<file path="config.mk">
export PLATFORM = sky130hd
export DESIGN_NAME = alu_arbiter_ctrl
export DESIGN_NICKNAME = d
export VERILOG_FILES = /design/src/rtl/alu_arbiter_ctrl.sv
export SDC_FILE = /design/constraint.sdc
export NUM_CORES = 1
export LEC_CHECK = 0
export ABC_CLOCK_PERIOD_IN_PS = 2850
export BUFFER_PORTS_ARGS = -buffer_cell sky130_fd_sc_hd__clkbuf_2
export CAP_MARGIN = 10
export CORE_MARGIN = 2
export CORE_UTILIZATION = 30
export CTS_CLUSTER_DIAMETER = 150
export DETAILED_ROUTE_END_ITERATION = 6
export GPL_TIMING_DRIVEN = 1
export HOLD_SLACK_MARGIN = 0.02
export PLACE_DENSITY_LB_ADDON = 0.05
export SKIP_CTS_REPAIR_TIMING = 1
export SYNTH_ARGS = -nofsm -noshare
export SYNTH_HDL_FRONTEND = slang
export SYNTH_SLANG_ARGS = --single-unit
</file>
<file path="constraint.sdc">
create_clock -name i_clk -period 2.85 [get_ports i_clk]
set_clock_uncertainty 0.1 [all_clocks]
set_input_delay 0.855 -clock i_clk [delete_from_list [all_inputs] [get_ports i_clk]]
set_output_delay 0.855 -clock i_clk [all_outputs]
set_load 0.05 [all_outputs]
</file>
<file path="src/rtl/alu_arbiter_ctrl.sv">
// alu_arbiter_ctrl: shares one ALU between two requesters and returns tagged responses.
// Define ALU_ARB_FIXED_PRIO_EN to make req0 always win ties (req1 may starve); default is round robin.
module alu_arbiter_ctrl #(
    parameter int WIDTH     = 32,
    parameter int SHORT_LAT = 1,
    parameter int LONG_LAT  = 3
) (
    input  logic             i_clk,
    input  logic             i_reset_n,
    input  logic             i_req0_valid,
    output logic             o_req0_ready,
    input  logic [2:0]       i_req0_op,
    input  logic [WIDTH-1:0] i_req0_a,
    input  logic [WIDTH-1:0] i_req0_b,
    input  logic             i_req1_valid,
    output logic             o_req1_ready,
    input  logic [2:0]       i_req1_op,
    input  logic [WIDTH-1:0] i_req1_a,
    input  logic [WIDTH-1:0] i_req1_b,
    output logic [WIDTH-1:0] o_alu_a,
    output logic [WIDTH-1:0] o_alu_b,
    output logic [2:0]       o_alu_ctrl,
    input  logic [WIDTH-1:0] i_alu_result,
    input  logic [WIDTH-1:0] i_alu_result2,
    input  logic [3:0]       i_alu_flags,
    output logic             o_resp_valid,
    input  logic             i_resp_ready,
    output logic             o_resp_id,
    output logic [WIDTH-1:0] o_resp_result,
    output logic [WIDTH-1:0] o_resp_result2,
    output logic [3:0]       o_resp_flags,
    output logic             o_resp_err,
    output logic             o_busy
);
    localparam int MAX_LAT = (LONG_LAT > SHORT_LAT) ? LONG_LAT : SHORT_LAT;
    localparam int CW      = $clog2(MAX_LAT) + 1;

    typedef enum logic [1:0] {IDLE, EXEC, RESP} state_t;

    state_t           r_state, w_next;
    logic [CW-1:0]    r_cnt;
    logic             r_last_grant;
    logic [WIDTH-1:0] r_alu_a, r_alu_b, r_result, r_result2;
    logic [2:0]       r_alu_ctrl;
    logic [3:0]       r_flags;
    logic             r_resp_id, r_err;
    logic             w_gnt_valid, w_gnt_id, w_accept, w_done, w_illegal, w_wide;
    logic [2:0]       w_op;
    logic [WIDTH-1:0] w_a, w_b;

    assign w_gnt_valid = i_req0_valid | i_req1_valid;
`ifdef ALU_ARB_FIXED_PRIO_EN
    assign w_gnt_id = ~i_req0_valid;
`else
    assign w_gnt_id = (i_req0_valid & i_req1_valid) ? ~r_last_grant : i_req1_valid;
`endif
    assign w_op      = w_gnt_id ? i_req1_op : i_req0_op;
    assign w_a       = w_gnt_id ? i_req1_a : i_req0_a;
    assign w_b       = w_gnt_id ? i_req1_b : i_req0_b;
    assign w_illegal = (w_op == 3'b111);
    // only the 64-bit multiplies produce a meaningful high word
    assign w_wide    = (r_alu_ctrl == 3'b101) | (r_alu_ctrl == 3'b110);

    always_comb begin
        w_next       = r_state;
        w_accept     = 1'b0;
        w_done       = 1'b0;
        o_req0_ready = 1'b0;
        o_req1_ready = 1'b0;
        case (r_state)
            IDLE: begin
                w_accept     = w_gnt_valid;
                o_req0_ready = w_gnt_valid & ~w_gnt_id;
                o_req1_ready = w_gnt_valid & w_gnt_id;
                if (w_gnt_valid) w_next = w_illegal ? RESP : EXEC;
            end
            EXEC: begin
                w_done = (r_cnt == '0);
                if (w_done) w_next = RESP;
            end
            RESP:    w_next = i_resp_ready ? IDLE : RESP;
            default: w_next = IDLE;
        endcase
    end

    always_ff @(posedge i_clk) begin
        if (!i_reset_n) r_state <= IDLE;
        else            r_state <= w_next;
    end

    always_ff @(posedge i_clk) begin
        if (!i_reset_n) begin
            r_cnt        <= '0;
            r_last_grant <= 1'b1;
            r_alu_a      <= '0;
            r_alu_b      <= '0;
            r_alu_ctrl   <= '0;
            r_result     <= '0;
            r_result2    <= '0;
            r_flags      <= '0;
            r_resp_id    <= 1'b0;
            r_err        <= 1'b0;
        end else begin
            if (w_accept) begin
                r_resp_id    <= w_gnt_id;
                r_last_grant <= w_gnt_id;
                r_cnt        <= w_op[2] ? CW'(LONG_LAT - 1) : CW'(SHORT_LAT - 1);
                r_err        <= w_illegal;
                if (w_illegal) begin
                    r_result  <= '0;
                    r_result2 <= '0;
                    r_flags   <= '0;
                end else begin
                    r_alu_ctrl <= w_op;
                    r_alu_a    <= w_a;
                    r_alu_b    <= w_b;
                end
            end
            if (r_state == EXEC) begin
                r_cnt <= r_cnt - CW'(1);
                if (w_done) begin
                    r_result  <= i_alu_result;
                    r_result2 <= w_wide ? i_alu_result2 : '0;
                    r_flags   <= i_alu_flags;
                end
            end
        end
    end

    assign o_alu_a        = r_alu_a;
    assign o_alu_b        = r_alu_b;
    assign o_alu_ctrl     = r_alu_ctrl;
    assign o_resp_valid   = (r_state == RESP);
    assign o_resp_id      = r_resp_id;
    assign o_resp_result  = r_result;
    assign o_resp_result2 = r_result2;
    assign o_resp_flags   = r_flags;
    assign o_resp_err     = r_err;
    assign o_busy         = (r_state != IDLE);
endmodule

</file>
==> results of run 1 <==
power breakdown:
group          switching (mW)  total [mW]  internal (mW)
clock network           0.938        2.16           1.23
registers               0.142        2.40           2.26
logic                    1.53        2.16          0.629
total                    2.61        6.72           4.11
sequential cells by signal (all words and copies together), names as in the netlist:
register / cells
o_resp_result: 32
r_cnt: 3
o_resp_err: 1
o_resp_result2: 32
r_last_grant: 1
o_resp_flags: 4
o_alu_b: 32
r_state: 2
o_resp_id: 1
o_alu_a: 32
o_alu_ctrl: 3
layout make-up:
cell class                      instances  area (sq um)
Clock buffer                           17           425
Inverter                                6          26.3
Fill cell                            1796          9900
Multi-Input combinational cell        309          2460
Timing Repair Buffer                  364          1920
Clock inverter                         15           148
Tap cell                              229           287
Sequential cell                       143          2860
path summary, 6_finish.rpt:
kind	from	endpoint	slack [ns]
max	i_req1_valid	o_req1_ready	0.08
min	o_alu_a[31]	o_alu_a[31]	0.36
max reg2reg	r_last_grant	o_alu_b[26]	0.80
min reg2reg	o_alu_a[31]	o_alu_a[31]	0.36
through the flow:
step                cells  worst slack (ns)  utilization  power [mW]  hold slack (ns)
floorplan             511            0.0113            -        3.98            0.342
global placement     1051            0.0899        0.419        4.60            0.348
detailed placement   1051            0.0797        0.419        4.62            0.352
CTS                  1083            0.0775        0.451        6.82            0.366
global route         1083            0.0322        0.451        7.06            0.380
finish               1083            0.0783        0.451        6.72            0.362
routing by layer:
layer / track usage / share of wire / up-vias / routed length (um)
li1: - / - / 2606 / -
met1: 0.203 / 0.39 / 2507 / 7070
met2: 0.324 / 0.51 / 226 / 9230
met3: 0.0622 / 0.082 / 20 / 1490
met4: 0.0621 / 0.019 / 0 / 348
met5: 0 / 0 / - / 0
layout by cell type, fill, tap and decap left out, drive strengths merged, types with 4 or more instances in the layout:
cell type	netlist	layout
clkbuf	32	363
dfxtp	143	143
a22o	68	68
mux2i	65	65
a31oi	54	54
o21a	53	53
buf	21	18
a21oi	15	15
inv	6	13
a211oi	12	12
nor2	8	8
clkinvlp	0	6
nand3	4	4
critical path, delay by kind of cell:
family | cells | cell delay [ns]
AOI/OAI and AO/OA | 1 | 0.26
buffers and inverters | 3 | 0.33
and+or+nand+nor | 1 | 0.36
kinds of logic (layout without fill, tap and decap cells):
kind of cell    after synthesis  in the layout  share of synthesized area
mux                          68             68                      0.124
xor+xnor                      1              1                    0.00158
buf+inv                      59            402                     0.0449
flops                       143            143                      0.517
fa+ha+maj                     2              2                    0.00452
compound gates              211            211                      0.283
simple gates                 27             27                     0.0246
==> metrics, run 1 <==
via count of the routed design=5359; Post-synth top cells=143 x dfxtp_1, 68 x a22o_1, 65 x mux2i_1; ys async rst share=0; outcome=complete, no violations; layout cells sized above 1=0.475; CTS tree=yes; Synth Cell Area=0.00554 sq mm; placed cell area=0.00755 sq mm; Tmin final=2.77 ns; Die Span Y=140 um; clk sinks=143; Pre-antenna DRT Iters=4; CTS clk-pin slew, worst paths=0.06 ns; worst-path cell with the longest stage delay=or3_4; Layout Nets=1050; number of diodes=0; synth top area cells=dfxtp_1 52%, mux2i_1 12%, a22o_1 11%, o21a_1 7.2%, a31oi_1 6.1%; RSZ-0062 raised after global routing=false; Yosys top cell by area=dfxtp_1; first-pass GRT wire length=28600 um; count of cell types in the netlist=34; maxcap violations=0; count of input and output buffers=347; largest net degree at the start of global routing=69; Final TNS setup=0 ns; Fin. Hold Viols=0; H-tree depth=4; Detail Placement HPWL=13400 um; Hold Path Depth=1; ys flop type=dfxtp_1; Total GRT Usage=0.182; WP data required=1.90 ns; Num CTS Buffers=17; Max Freq=0.361 GHz; most frequent cell after synthesis=dfxtp_1; leakage=4.13 nW; crit path DAT=1.82 ns; Rows=49; Routed Antenna Nets=0; Slew Viols, Final=0; Yosys warning count=0; Period Utilization, post-route=0.973; root buf cell=clkbuf_16; DR vias/cell=4.95; worst relative slew slack=0.510; clk_lat worst skew=0.41 ns; Initial Utilization=0.307; Core ar.=0.0180 sq mm; slowest stage delay, CP=0.36 ns; I/O pins=348; Avg Inst Size Synth=10.8 sq um; routed wire length=18100 um; setup violators final=0; WS Path Type=in2out; VDD IR-drop max=0.413 mV; Synth Net Count=720; Cells after Synth=511; vias in the first global route=5421; P&R area growth vs syn=46.6%; pwr dens=828 mW/mm^2; CP Launch Type=primary input; number of flops mapped to enable cells by yosys=0; FF+latch count, synth=143; Final Wtd Congestion=0.802; crit end category=primary output; DRC violations left=0; reg2reg path depth=6; total gr overflow=0; CTS Buffer Depth=2; top cell type's share of synthesized area=0.517; 1st-iter DRT viols=176; proportion of synthesized chip area in sequential cells=0.517; design area=0.00812 sq mm; worst hold path class=reg2reg; initial antenna violation count=0; cells along the critical path=clkbuf_2, a21bo_4, or3_4, clkinvlp_4, buf_12; Die X=140 um; wire length per cell=16.7 um; total die area=0.0196 sq mm; worst slew pin tran=0.735 ns; CP max FO=6
Note: power is estimated with default switching activity, not from simulation.
==> run 2: changes to the inputs <==
Settings changed: PLACE_DENSITY_LB_ADDON 0.05 to default.
==> run 2 against run 1 <==
Against the previous run:
- fmax is 1.2% higher
- sequential share of layout area about the same
- sequential power is essentially flat
- critical path depth unchanged
- clock-buffer cell count did not move
- final area is essentially flat
- largest cell class unchanged
==> metrics, run 2 (same netlist as run 1, synthesis figures left out) <==
RSZ-0062 raised after global routing=false (unchanged); leakage=4.14 nW (was 4.13 nW); Layout Nets=1047 (was 1050); WS Path Type=in2out (unchanged); Hold Path Origin=o_alu_a[4] (was o_alu_a[31]); Final TNS setup=0 ns (unchanged); H-tree depth=4 (unchanged); CTS Buffer Depth=2 (unchanged); vias in the first global route=4931 (was 5421); worst slew pin tran=0.845 ns (was 0.735 ns); routed wire length=17100 um (was 18100 um); Met3 Wirelength=1030 um (was 1490 um); clk sinks=143 (unchanged); Max Freq=0.365 GHz (was 0.361 GHz); Period Utilization, post-route=0.961 (was 0.973); largest net degree at the start of global routing=69 (unchanged); Power Total=6.79 mW (was 6.72 mW); top sig layer=met4 (unchanged); 1st-iter DRT viols=222 (was 176); root buf cell=clkbuf_16 (unchanged); placed cell area=0.00753 sq mm (was 0.00755 sq mm); Pre-antenna DRT Iters=4 (unchanged); Core ar.=0.0180 sq mm (unchanged); Layout fillers=1776 (was 1796); CP Launch Type=primary input (unchanged); r2r endpoint=o_alu_b[5] (was o_alu_b[26]); launch point of the worst reg-to-reg path=r_state[1] (was r_last_grant); Rows=49 (unchanged); maxcap violations=0 (unchanged); most frequent cells in the layout=346 x clkbuf_2, 143 x dfxtp_1, 68 x a22o_1 (unchanged); setup violators final=0 (unchanged); worst hold path class=reg2reg (unchanged); Routed Antenna Nets=0 (unchanged); met2 WL post-DR=8250 um (was 9230 um); CTS tree=yes (unchanged); Final WS setup=0.112 ns (was 0.0783 ns); P&R area growth vs syn=46.7% (was 46.6%); initial antenna violation count=0 (unchanged); WP data required=1.90 ns (about the same); Hold Path Depth=1 (unchanged); I/O pins=348 (unchanged); total die area=0.0196 sq mm (unchanged); CP max FO=5 (was 6); Die X=140 um (unchanged); Initial Utilization=0.307 (unchanged); commonest non-fill, non-tap cell in the layout=clkbuf_2 (unchanged); worst relative slew slack=0.437 (was 0.510); CTS clk-pin slew, worst paths=0.06 ns (about the same); R2R setup slack=0.72 ns (was 0.80 ns); Tmin final=2.74 ns (was 2.77 ns); design area=0.00813 sq mm (was 0.00812 sq mm); Detail Placement HPWL=12200 um (was 13400 um); pre-CTS setup slack=0.113 ns (was 0.0797 ns); outcome=complete, no violations (unchanged); crit path DAT=1.78 ns (was 1.82 ns); Die Span Y=140 um (unchanged); first-pass GRT wire length=26300 um (was 28600 um); crit end category=primary output (unchanged); fin cells=1081 (was 1083); reg2reg path depth=5 (was 6); WHS Endpoint=o_alu_a[4] (was o_alu_a[31]); Fin Hold WS=0.362 ns (about the same); Num CTS Buffers=17 (unchanged); Cells after DPL=1048 (was 1051); final core occ=0.451 (about the same); via count of the routed design=5138 (was 5359); count of input and output buffers=347 (unchanged); pwr dens=835 mW/mm^2 (was 828 mW/mm^2); DRC violations left=0 (unchanged); Slew Viols, Final=0 (unchanged); Fin. Hold Viols=0 (unchanged); Total GRT Usage=0.169 (was 0.182); DR vias/cell=4.75 (was 4.95); layout cells sized above 1=0.474 (was 0.475); total gr overflow=0 (unchanged); VDD IR-drop max=0.586 mV (was 0.413 mV); Final Wtd Congestion=0.755 (was 0.802); wire length per cell=15.8 um (was 16.7 um); Metal-1 WL=7500 um (was 7070 um); clk_lat worst skew=0.41 ns (about the same)
-- run 2: layout make-up --
type                            instances  area (sq um)  area share
Sequential cell                       143          2860       0.352
Clock inverter                         15           175      0.0215
Tap cell                              229           287      0.0352
Clock buffer                           17           425      0.0523
Inverter                                6          26.3     0.00323
Timing Repair Buffer                  361          1890       0.233
Multi-Input combinational cell        309          2460       0.302
Antenna cell                            1          2.50    0.000308
-- run 2: worst max-delay path by stage --
stage,start,slack [ns],endpoint,cells past startpoint
after floorplan,i_req0_valid,0.01,o_req0_ready,5
after detailed placement,i_req0_valid,0.11,o_req1_ready,5
after global placement,i_req1_valid,0.12,o_req1_ready,5
after global routing,i_req0_valid,0.07,o_req1_ready,5
final,i_req0_valid,0.11,o_req1_ready,5
after CTS,i_req0_valid,0.11,o_req1_ready,5
-- run 2: power by group --
part | internal [mW] | total, mW | switching [mW]
sequential | 2.26 | 2.40 | 0.139
clock | 1.32 | 2.26 | 0.939
combinational | 0.612 | 2.13 | 1.51
-- run 2: critical path, stage by stage --
cell and delay [ns]:
clkbuf_2 0.11, a21bo_4 0.23, or3_4 0.36, clkinvlp_4 0.09, buf_12 0.13
-- run 2: layer usage --
| metal | up-vias | GRT usage |
|---|---|---|
| li1 | 2596 | - |
| met1 | 2340 | 0.212 |
| met2 | 183 | 0.279 |
| met3 | 19 | 0.0475 |
| met4 | 0 | 0.0553 |
| met5 | - | 0 |
==> run 3: changes to the inputs <==
Settings changed: ABC_CLOCK_PERIOD_IN_PS 2850 to 2600.
Clock period 2.85 ns to 2.6 ns, I/O delays scaled along.
==> run 3 against run 2 <==
Against the previous run:
- total power increased by 9.0%
- clock-buffer cell count increased by 1
- final area increased by 0.51%
- combinational power increased by 11%
- sequential power increased by 9.6%
- setup slack got worse by 0.075 ns
- non-clock buffer count increased by 3
- via count increased by 2.1%
- critical endpoint unchanged
- die area unchanged
- largest cell class unchanged
==> metrics, run 3 (same netlist as run 1, synthesis figures left out) <==
crit path DAT=1.68 ns (was 1.78 ns); Layout fillers=1763 (was 1776); clock network power share=0.324 (was 0.333); R2R setup slack=0.63 ns (was 0.72 ns); layout cells sized above 1=0.475 (was 0.474); FF+latch area=0.00286 sq mm (unchanged); Routed Antenna Nets=0 (unchanged); Total GRT Usage=0.170 (was 0.169); count of input and output buffers=347 (unchanged); leakage=4.16 nW (was 4.14 nW); number of diodes=0 (was 1); WP data required=1.72 ns (was 1.90 ns); most frequent cells in the layout=345 x clkbuf_2, 143 x dfxtp_1, 68 x a22o_1 (was 346 x clkbuf_2, 143 x dfxtp_1, 68 x a22o_1); Die X=140 um (unchanged); Slew Viols, Final=0 (unchanged); switching power share of the total=0.384 (was 0.382); placed cell area=0.00759 sq mm (was 0.00753 sq mm); I/O pins=348 (unchanged); P&R area growth vs syn=47.5% (was 46.7%); Reg power frac=0.356 (was 0.353); 1st-iter DRT viols=180 (was 222); clk sinks=143 (unchanged); busiest grt layer=met2 (unchanged); routed wire length=17200 um (was 17100 um); WS Path Type=in2out (unchanged); Layout Nets=1050 (was 1047); CP max FO=3 (was 5); via count of the routed design=5244 (was 5138); Period Utilization, post-route=0.986; root buf cell=clkbuf_16 (unchanged); Tmin final=2.56 ns; Pre-antenna DRT Iters=4 (unchanged); commonest non-fill, non-tap cell in the layout=clkbuf_2 (unchanged); wire length per cell=15.8 um (about the same); CTS clk-pin slew, worst paths=0.06 ns (about the same); Detail Placement HPWL=12800 um (was 12200 um); Num CTS Buffers=17 (unchanged); Comb pwr share=0.320 (was 0.313); crit end category=primary output (unchanged); Die Span Y=140 um (unchanged); total die area=0.0196 sq mm (unchanged); Core ar.=0.0180 sq mm (unchanged); worst hold path class=reg2reg (unchanged); GR Layer Usage met1=0.219 (was 0.212); grt met3 use=0.0444 (was 0.0475); largest net degree at the start of global routing=69 (unchanged); Initial Utilization=0.307 (unchanged); vias in the first global route=5019 (was 4931); maxcap violations=0 (unchanged); initial antenna violation count=0 (unchanged); Final Wtd Congestion=0.767 (was 0.755); Fin Hold WS=0.361 ns (was 0.362 ns); P_int=4.56 mW (was 4.19 mW); outcome=complete, no violations (unchanged); CTS Buffer Depth=2 (unchanged); worst slew pin tran=0.553 ns (was 0.845 ns); RSZ-0062 raised after global routing=false (unchanged); area of the multi-input gates=0.00246 sq mm (unchanged); setup violators final=0 (unchanged); DR vias/cell=4.84 (was 4.75); pwr dens=905 mW/mm^2 (was 835 mW/mm^2); DRC violations left=0 (unchanged); NetSw=2.84 mW (was 2.59 mW); VDD IR-drop max=0.488 mV (was 0.586 mV); H-tree depth=4 (unchanged); clk_lat worst skew=0.41 ns (about the same); first-pass GRT wire length=26800 um (was 26300 um); Fin. Hold Viols=0 (unchanged); CTS tree=yes (unchanged); total gr overflow=0 (unchanged); met2 Usage GRT=0.276 (was 0.279); Max Freq=0.390 GHz; worst relative slew slack=0.631 (was 0.437); design area=0.00817 sq mm (was 0.00813 sq mm); CP Launch Type=primary input (unchanged); Rows=49 (unchanged)
==> run 3: metrics by stage <==
| stage | util | setup slack, ns | instances | power, mW | TNS, ns |
|---|---|---|---|---|---|
| final | 0.453 | 0.0373 | 1083 | 7.39 | 0 |
| after global placement | 0.421 | 0.0568 | 1051 | 5.06 | 0 |
| after global routing | 0.453 | 0.00908 | 1083 | 7.76 | 0 |
| after CTS | 0.453 | 0.0388 | 1083 | 7.49 | 0 |
| after floorplan | - | -0.0696 | 511 | 4.36 | -0.0696 |
| after detailed placement | 0.421 | 0.0381 | 1051 | 5.06 | 0 |
==> run 3: worst max-delay path, stage by stage <==
cell,delay [ns]
clkbuf_2,0.10
a21bo_4,0.23
or3_4,0.34
clkinvlp_4,0.09
buf_12,0.13
==> run 3: final timing paths <==
check / to / depth (start not counted) / from
setup / recovery: o_req1_ready / 5 / i_req1_valid
hold / removal: o_resp_id / 2 / o_resp_id
setup reg to reg: o_resp_result2[7] / 6 / r_last_grant
hold reg to reg: o_resp_id / 2 / o_resp_id
==> run 3: routing by layer <==
metal	vias to the layer above	part of all wire
met2	200	0.47
met1	2421	0.44
met3	25	0.062
li1	2598	-
met4	0	0.022
met5	-	0
==> run 3: power groups by stage <==
stage	Clock [mW]	Combinational [mW]	Sequential, mW
3_3_place_gp	0	2.39	2.67
4_1_cts	2.47	2.39	2.63
2_1_floorplan	0	0.786	3.58
6_report	2.40	2.37	2.63
5_1_grt	2.58	2.51	2.67
3_5_place_dp	0	2.39	2.67
==> run 3: cell type report <==
cell class / count / share of cell area
Sequential cell: 143 / 0.350
Multi-Input combinational cell: 309 / 0.301
Timing Repair Buffer: 364 / 0.239
Clock buffer: 18 / 0.0537
Tap cell: 229 / 0.0351
Clock inverter: 14 / 0.0175
Inverter: 6 / 0.00322
